$ cat config.mk
export PLATFORM = sky130hd
export DESIGN_NAME = phase_mean
export DESIGN_NICKNAME = d
export VERILOG_FILES = /design/src/rtl/phase_mean_pkg.sv /design/src/rtl/phase_mean_ch.sv /design/src/rtl/phase_mean.sv
export SDC_FILE = /design/constraint.sdc
export NUM_CORES = 2
export LEC_CHECK = 0
export ABC_AREA = 1
export BUFFER_PORTS_ARGS = -buffer_cell sky130_fd_sc_hd__buf_4
export CAP_MARGIN = 30
export CELL_PAD_IN_SITES_DETAIL_PLACEMENT = 1
export CELL_PAD_IN_SITES_GLOBAL_PLACEMENT = 1
export CORE_MARGIN = 3
export CORE_UTILIZATION = 46
export CTS_CLUSTER_DIAMETER = 40
export DETAILED_ROUTE_END_ITERATION = 10
export HOLD_SLACK_MARGIN = 0.08
export PLACE_DENSITY = 0.92
export SYNTH_ARGS = -nofsm -noshare
export SYNTH_HDL_FRONTEND = slang
export SYNTH_SLANG_ARGS = --single-unit
$ cat constraint.sdc
create_clock -name clock -period 7.04 [get_ports clock]
set_input_delay 1.056 -clock clock [delete_from_list [all_inputs] [get_ports clock]]
set_output_delay 1.056 -clock clock [all_outputs]
set_load 0.01 [all_outputs]
$ cat src/rtl/phase_mean_pkg.sv
// Shared types and sizing for the six-channel circular phase mean.
// Phase codes wrap modulo 2^DATA_W; accumulators are sized to never overflow.
package phase_mean_pkg;
  localparam int DATA_W = 16;
  localparam int KMAX   = 10;
  localparam int ACC_W  = DATA_W + KMAX + 1;
  localparam int N_CH   = 6;
  localparam int KW     = 4;
  localparam int CW     = KMAX + 1;

  typedef logic signed [DATA_W-1:0] phase_t;
  typedef logic signed [ACC_W-1:0]  acc_t;
  typedef logic [KW-1:0]            kidx_t;
  typedef logic [CW-1:0]            cnt_t;

  function automatic kidx_t clamp_k(input logic [9:0] k);
    if (k > 10'(KMAX)) return kidx_t'(KMAX);
    return kidx_t'(k);
  endfunction
endpackage

$ cat src/rtl/phase_mean_ch.sv
// One channel: reference, wrap-aware difference accumulator,
// staged window sum and the held output register.
import phase_mean_pkg::*;

module phase_mean_ch (
  input  logic   clk_i,
  input  logic   rst_ni,
  input  logic   en_i,
  input  logic   first_i,
  input  logic   close_i,
  input  logic   upd_i,
  input  kidx_t  k_i,
  input  phase_t smp_i,
  output phase_t out_o
);
  phase_t ref_q, fref_q, out_q;
  acc_t   acc_q, fin_q;
  phase_t ref_cur, d, out_d;
  acc_t   acc_sum, mean;

  always_comb begin
    ref_cur = first_i ? smp_i : ref_q;
    // 16-bit truncation makes the difference the short way round the circle
    d       = phase_t'(smp_i - ref_cur);
    acc_sum = (first_i ? acc_t'(0) : acc_q) + acc_t'(d);
    mean    = fin_q >>> k_i;
    out_d   = fref_q + phase_t'(mean);
  end

  always_ff @(posedge clk_i or negedge rst_ni) begin
    if (!rst_ni) begin
      ref_q  <= '0;
      acc_q  <= '0;
      fin_q  <= '0;
      fref_q <= '0;
      out_q  <= '0;
    end else begin
      if (en_i) begin
        ref_q <= ref_cur;
        acc_q <= acc_sum;
      end
      if (close_i) begin
        fin_q  <= acc_sum;
        fref_q <= ref_cur;
      end
      if (upd_i) out_q <= out_d;
    end
  end

  assign out_o = out_q;
endmodule

$ cat src/rtl/phase_mean.sv
// Six-channel circular block mean over 2^K enabled samples.
// Shared window counter and K latch; per-channel datapaths below.
import phase_mean_pkg::*;

module phase_mean (
  input  logic       clock,
  input  logic       reset,
  input  logic       enable,
  input  logic [9:0] K,
  input  phase_t     in_sampl_1,
  input  phase_t     in_sampl_2,
  input  phase_t     in_sampl_3,
  input  phase_t     in_sampl_4,
  input  phase_t     in_sampl_5,
  input  phase_t     in_sampl_6,
  output phase_t     phaseout_1,
  output phase_t     phaseout_2,
  output phase_t     phaseout_3,
  output phase_t     phaseout_4,
  output phase_t     phaseout_5,
  output phase_t     phaseout_6
);
  cnt_t  cnt_q, cnt_d, last;
  kidx_t k_lat_q, k_fin_q, k_cur;
  logic  upd_q, first, close;
  phase_t in_a  [N_CH];
  phase_t out_a [N_CH];

  assign in_a[0] = in_sampl_1;
  assign in_a[1] = in_sampl_2;
  assign in_a[2] = in_sampl_3;
  assign in_a[3] = in_sampl_4;
  assign in_a[4] = in_sampl_5;
  assign in_a[5] = in_sampl_6;

  always_comb begin
    k_cur = (cnt_q == '0) ? clamp_k(K) : k_lat_q;
    last  = (cnt_t'(1) << k_cur) - cnt_t'(1);
    first = enable && (cnt_q == '0);
    close = enable && (cnt_q == last);
    cnt_d = cnt_q;
    if (enable) cnt_d = close ? '0 : cnt_q + cnt_t'(1);
  end

  // k_fin_q keeps the closing window's K when a new window relatches
  always_ff @(posedge clock or negedge reset) begin
    if (!reset) begin
      cnt_q   <= '0;
      k_lat_q <= '0;
      k_fin_q <= '0;
      upd_q   <= 1'b0;
    end else begin
      cnt_q <= cnt_d;
      upd_q <= close;
      if (first) k_lat_q <= k_cur;
      if (close) k_fin_q <= k_cur;
    end
  end

  for (genvar c = 0; c < N_CH; c++) begin : g_ch
    phase_mean_ch u_ch (
      .clk_i   (clock),
      .rst_ni  (reset),
      .en_i    (enable),
      .first_i (first),
      .close_i (close),
      .upd_i   (upd_q),
      .k_i     (k_fin_q),
      .smp_i   (in_a[c]),
      .out_o   (out_a[c])
    );
  end

  assign phaseout_1 = out_a[0];
  assign phaseout_2 = out_a[1];
  assign phaseout_3 = out_a[2];
  assign phaseout_4 = out_a[3];
  assign phaseout_5 = out_a[4];
  assign phaseout_6 = out_a[5];
endmodule

==> implementation parameters <==
Parameter                              Value

STA
  Skew final    between 0.02 and 0.025 ns
  Post-route fraction of the period consumed by the critical path    0.916
  Post-layout minimum cycle time    6.45 ns
  Final setup fails    0
  Final worst setup slack    0.592 ns
  Tightest slew margin relative to the limit    0.265
  Unrepaired setup endpoints after global routing    no
  Slew at the pin closest to its max-slew limit    ~1.1 ns
  Max Clock Freq    around 160 MHz
  Final Hold Slack    roughly 0.31 ns
  Final Hold Viols    0
  Final sum of negative setup slack    0 ns
  Number of max-slew violations in the final report    0

Synth
  Synth Area per Inst    between 6 and 7 sq um
  Warnings from Yosys    0
  Post-synthesis async set-or-reset flop share    1.00
  Number of synthesized register bits    around 630
  Sequential-to-total area share from yosys stat    0.342
  Synthesized area    0.0463 sq mm
  Most used flip-flop cell after synthesis    sky130_fd_sc_hd__dfrtp_1
  Cell variety after synth    54
  Number of flops mapped to enable cells by yosys    0
  Number of instances in the synthesized netlist    6,667
  Number of nets produced by synthesis    just over 7,000

CTS
  Post-CTS setup repair buffer count    0
  Clock tree from TritonCTS    yes
  CTS clk-pin slew, worst paths    0.05 ns
  Hold buffer count at CTS    0
  Cts bufs inserted    ~120
  H-tree depth reported by CTS    3
  Max Root-Sink Buffers    3
  Cell chosen for the clock root    sky130_fd_sc_hd__clkbuf_16
  Clock network latency to the later pin of the worst-skew pair    ~0.71 ns
  CTS-repair resized insts    0
  Clock sink total    ~630

Detailed routing
  Number of vias after detailed routing    about 47,000
  Detailed Route Iter0 Violations    approximately 3,600
  Post-DR wirelength/cell    between 20 and 25 um
  Number of antenna-violating nets in the routed design    0
  Total routed wirelength    roughly 170 mm
  TritonRoute pass-1 iters    6
  Post-route DRC violation count    0
  Average via count per standard cell    roughly 5.8

Global routing
  Global-route wire length before repair    approximately 270 mm
  Largest net degree at the start of global routing    ~160
  Residual overflow from global routing    0
  Via count of the first global-routing pass    between 40,000 and 50,000
  Number of antenna violations at the first check in global routing    3
  Total track usage    0.322

Setup path
  Cell occurring most often along the worst timing path    sky130_fd_sc_hd__nand2_1
  Setup slack, reg-to-reg    between 0.5 and 0.6 ns
  Crit path kind    reg2reg
  Path depth of the worst reg2reg path    27
  Longest individual stage delay on the worst path    0.69 ns
  Master of the slowest instance on the critical path    sky130_fd_sc_hd__nor4_1
  Capture instance of the worst register-to-register path    g_ch[4].u_ch.acc_q[23]
  Critical path data required time    between 7 and 8 ns
  Reg-to-Reg Start    cnt_q[0]
  Critical path capture point type    register
  Highest net fanout along the worst path    84
  Crit path launch type    register
  Data arrival time of the critical path    7.08 ns

Floorplan
  Starting density of the core    0.467
  Number of rows in the core area    ~120
  Top-level port count    205
  Chip width    roughly 320 um
  CORE AREA    0.0991 sq mm
  Height of the die    between 300 and 400 um
  Overall die area    0.105 sq mm

Status
  Status    finished clean

Final layout
  Final net count    roughly 7,000
  Final core utilization    0.536
  Share of final-layout standard cells stronger than drive strength 1    0.0754
  Area overhead of the layout relative to synthesis    14.6%

Hold path
  Worst hold path class    in2async

Power and ir drop
  Overall Power    approximately 18 mW
  Total power density per cell area    between 300 and 400 mW/mm^2
  Static power due to leakage    around 28 nW
  Peak ir drop on the vdd network    approximately 210 uV

Placed design
  Final Wtd Congestion    0.914
  Count of input and output buffers    around 200
  Setup WS pre-CTS    approximately 0.52 ns
  HPWL after DPL    between 100 and 150 mm

Run
  Reported max-cap violation count    0
==> placed cells by master (no fill, tap or decap), types with 26 or more instances in the layout <==
| cell type | netlist | routed |
|---|---|---|
| sky130_fd_sc_hd__nor2_1 | 229 | 228 |
| sky130_fd_sc_hd__o211ai_1 | 30 | 30 |
| sky130_fd_sc_hd__xnor2_1 | 125 | 125 |
| sky130_fd_sc_hd__dfrtp_1 | 632 | 628 |
| sky130_fd_sc_hd__ha_1 | 309 | 309 |
| sky130_fd_sc_hd__nand4_1 | 41 | 41 |
| sky130_fd_sc_hd__nand3_1 | 324 | 323 |
| sky130_fd_sc_hd__xor2_1 | 175 | 175 |
| sky130_fd_sc_hd__inv_1 | 676 | 671 |
| sky130_fd_sc_hd__buf_4 | 12 | 239 |
| sky130_fd_sc_hd__a21oi_1 | 376 | 376 |
| sky130_fd_sc_hd__clkbuf_16 | 0 | 120 |
| sky130_fd_sc_hd__o21ai_1 | 152 | 152 |
| sky130_fd_sc_hd__nor3_1 | 37 | 37 |
| sky130_fd_sc_hd__a21o_1 | 26 | 26 |
| sky130_fd_sc_hd__a31oi_1 | 48 | 48 |
| sky130_fd_sc_hd__nand2_1 | 2263 | 2262 |
| sky130_fd_sc_hd__o21ai_0 | 720 | 720 |
| sky130_fd_sc_hd__mux2i_1 | 39 | 39 |
==> where the power goes <==
group	internal, mW	switching (mW)	total (mW)
registers	4.25	0.391	4.64
clock network	3.80	2.20	5.99
logic	2.53	5.20	7.73
total	10.6	7.79	18.4
==> stage by stage <==
step,cells,area (sq um)
2_1_floorplan,6667,46300
3_3_place_gp,7933,48900
3_5_place_dp,7933,48900
4_1_cts,8151,53000
5_1_grt,8154,53100
6_report,8154,53100
==> flip-flops by register name, summed over array words and instances (netlist names) <==
register	cells
cnt_q	11
k_lat_q	4
g_ch.u_ch.fref_q	96
g_ch.u_ch.acc_q	162
upd_q	1
g_ch.u_ch.out_o	96
g_ch.u_ch.ref_q	96
k_fin_q	4
g_ch.u_ch.fin_q	162
==> per-layer routing <==
metal / track usage / wire length [um]
met4: 0.114 / 5540
met3: 0.0517 / 11600
met2: 0.524 / 78100
met1: 0.435 / 75400
met5: 0 / 0
==> synthesized netlist by cell type (4+ instances only) <==
library cell | count | share of area
sky130_fd_sc_hd__nand2_1 | 2263 | 0.18
sky130_fd_sc_hd__o21ai_0 | 720 | 0.078
sky130_fd_sc_hd__inv_1 | 676 | 0.055
sky130_fd_sc_hd__dfrtp_1 | 632 | 0.34
sky130_fd_sc_hd__a21oi_1 | 376 | 0.041
sky130_fd_sc_hd__nand3_1 | 324 | 0.035
sky130_fd_sc_hd__ha_1 | 309 | 0.083
sky130_fd_sc_hd__nor2_1 | 229 | 0.019
sky130_fd_sc_hd__xor2_1 | 175 | 0.033
sky130_fd_sc_hd__clkbuf_1 | 170 | 0.014
sky130_fd_sc_hd__o21ai_1 | 152 | 0.016
sky130_fd_sc_hd__xnor2_1 | 125 | 0.024
sky130_fd_sc_hd__buf_2 | 49 | 0.0053
sky130_fd_sc_hd__a31oi_1 | 48 | 0.0065
sky130_fd_sc_hd__buf_1 | 41 | 0.0033
sky130_fd_sc_hd__nand4_1 | 41 | 0.0055
sky130_fd_sc_hd__mux2i_1 | 39 | 0.0084
sky130_fd_sc_hd__nor3_1 | 37 | 0.0040
sky130_fd_sc_hd__o211ai_1 | 30 | 0.0049
sky130_fd_sc_hd__a21o_1 | 26 | 0.0042
sky130_fd_sc_hd__o21bai_1 | 22 | 0.0036
sky130_fd_sc_hd__or2_2 | 21 | 0.0028
sky130_fd_sc_hd__nand3b_1 | 19 | 0.0031
sky130_fd_sc_hd__nor4_1 | 15 | 0.0020
sky130_fd_sc_hd__a21boi_0 | 13 | 0.0021
sky130_fd_sc_hd__buf_4 | 12 | 0.0019
sky130_fd_sc_hd__fa_1 | 12 | 0.0052
sky130_fd_sc_hd__o31ai_1 | 11 | 0.0018
sky130_fd_sc_hd__o21a_1 | 10 | 0.0016
sky130_fd_sc_hd__inv_2 | 9 | 0.00073
sky130_fd_sc_hd__a221oi_1 | 7 | 0.0013
sky130_fd_sc_hd__o22a_1 | 5 | 0.00095
sky130_fd_sc_hd__a22o_1 | 4 | 0.00076
sky130_fd_sc_hd__nor3b_1 | 4 | 0.00065
sky130_fd_sc_hd__o311ai_0 | 4 | 0.00076
==> logic make-up after synthesis <==
family,count (synthesis),share of synthesized area
DFF,632,0.342
adders and majority gates,321,0.0887
buffers and inverters,960,0.0803
AOI/OAI and AO/OA,1450,0.167
xor gates and xnor gates,300,0.0567
and+or+nand+nor,2965,0.257
muxes,39,0.00843
==> area by class of cell <==
cell class / instances / area [sq um]
inverters: 687 / 2590
diodes: 1 / 2.50
multi-input cells: 5075 / 26800
well taps: 1287 / 1610
flip-flops and latches: 632 / 15800
clock buffers: 139 / 3160
repair buffers: 254 / 2100
fillers: 12662 / 46000
clock inverters: 79 / 991
==> worst max-delay path, delay by kind of cell, from the launching register on <==
family / cells / cell delay [ns]
AO/OA/AOI/OAI: 5 / 1.26
XOR/XNOR: 1 / 0.29
adder cells (fa/ha/maj): 3 / 1.07
buffers and inverters: 4 / 0.76
flip-flops: 1 / 0.41
AND/OR/NAND/NOR: 14 / 2.52
==> how the worst max path moves through the flow <==
stage / start / end / slack (ns) / cells after the start
2_1_floorplan: enable / g_ch[1].u_ch.acc_q[23] / 1.66 / 28
3_3_place_gp: enable / g_ch[4].u_ch.acc_q[23] / 0.66 / 23
3_5_place_dp: enable / g_ch[4].u_ch.acc_q[23] / 0.52 / 23
4_1_cts: cnt_q[0] / g_ch[4].u_ch.acc_q[23] / 0.70 / 26
5_1_grt: cnt_q[0] / g_ch[4].u_ch.acc_q[23] / 0.19 / 26
6_report: cnt_q[0] / g_ch[4].u_ch.acc_q[23] / 0.59 / 27
Note: power is estimated with default switching activity, not from simulation.
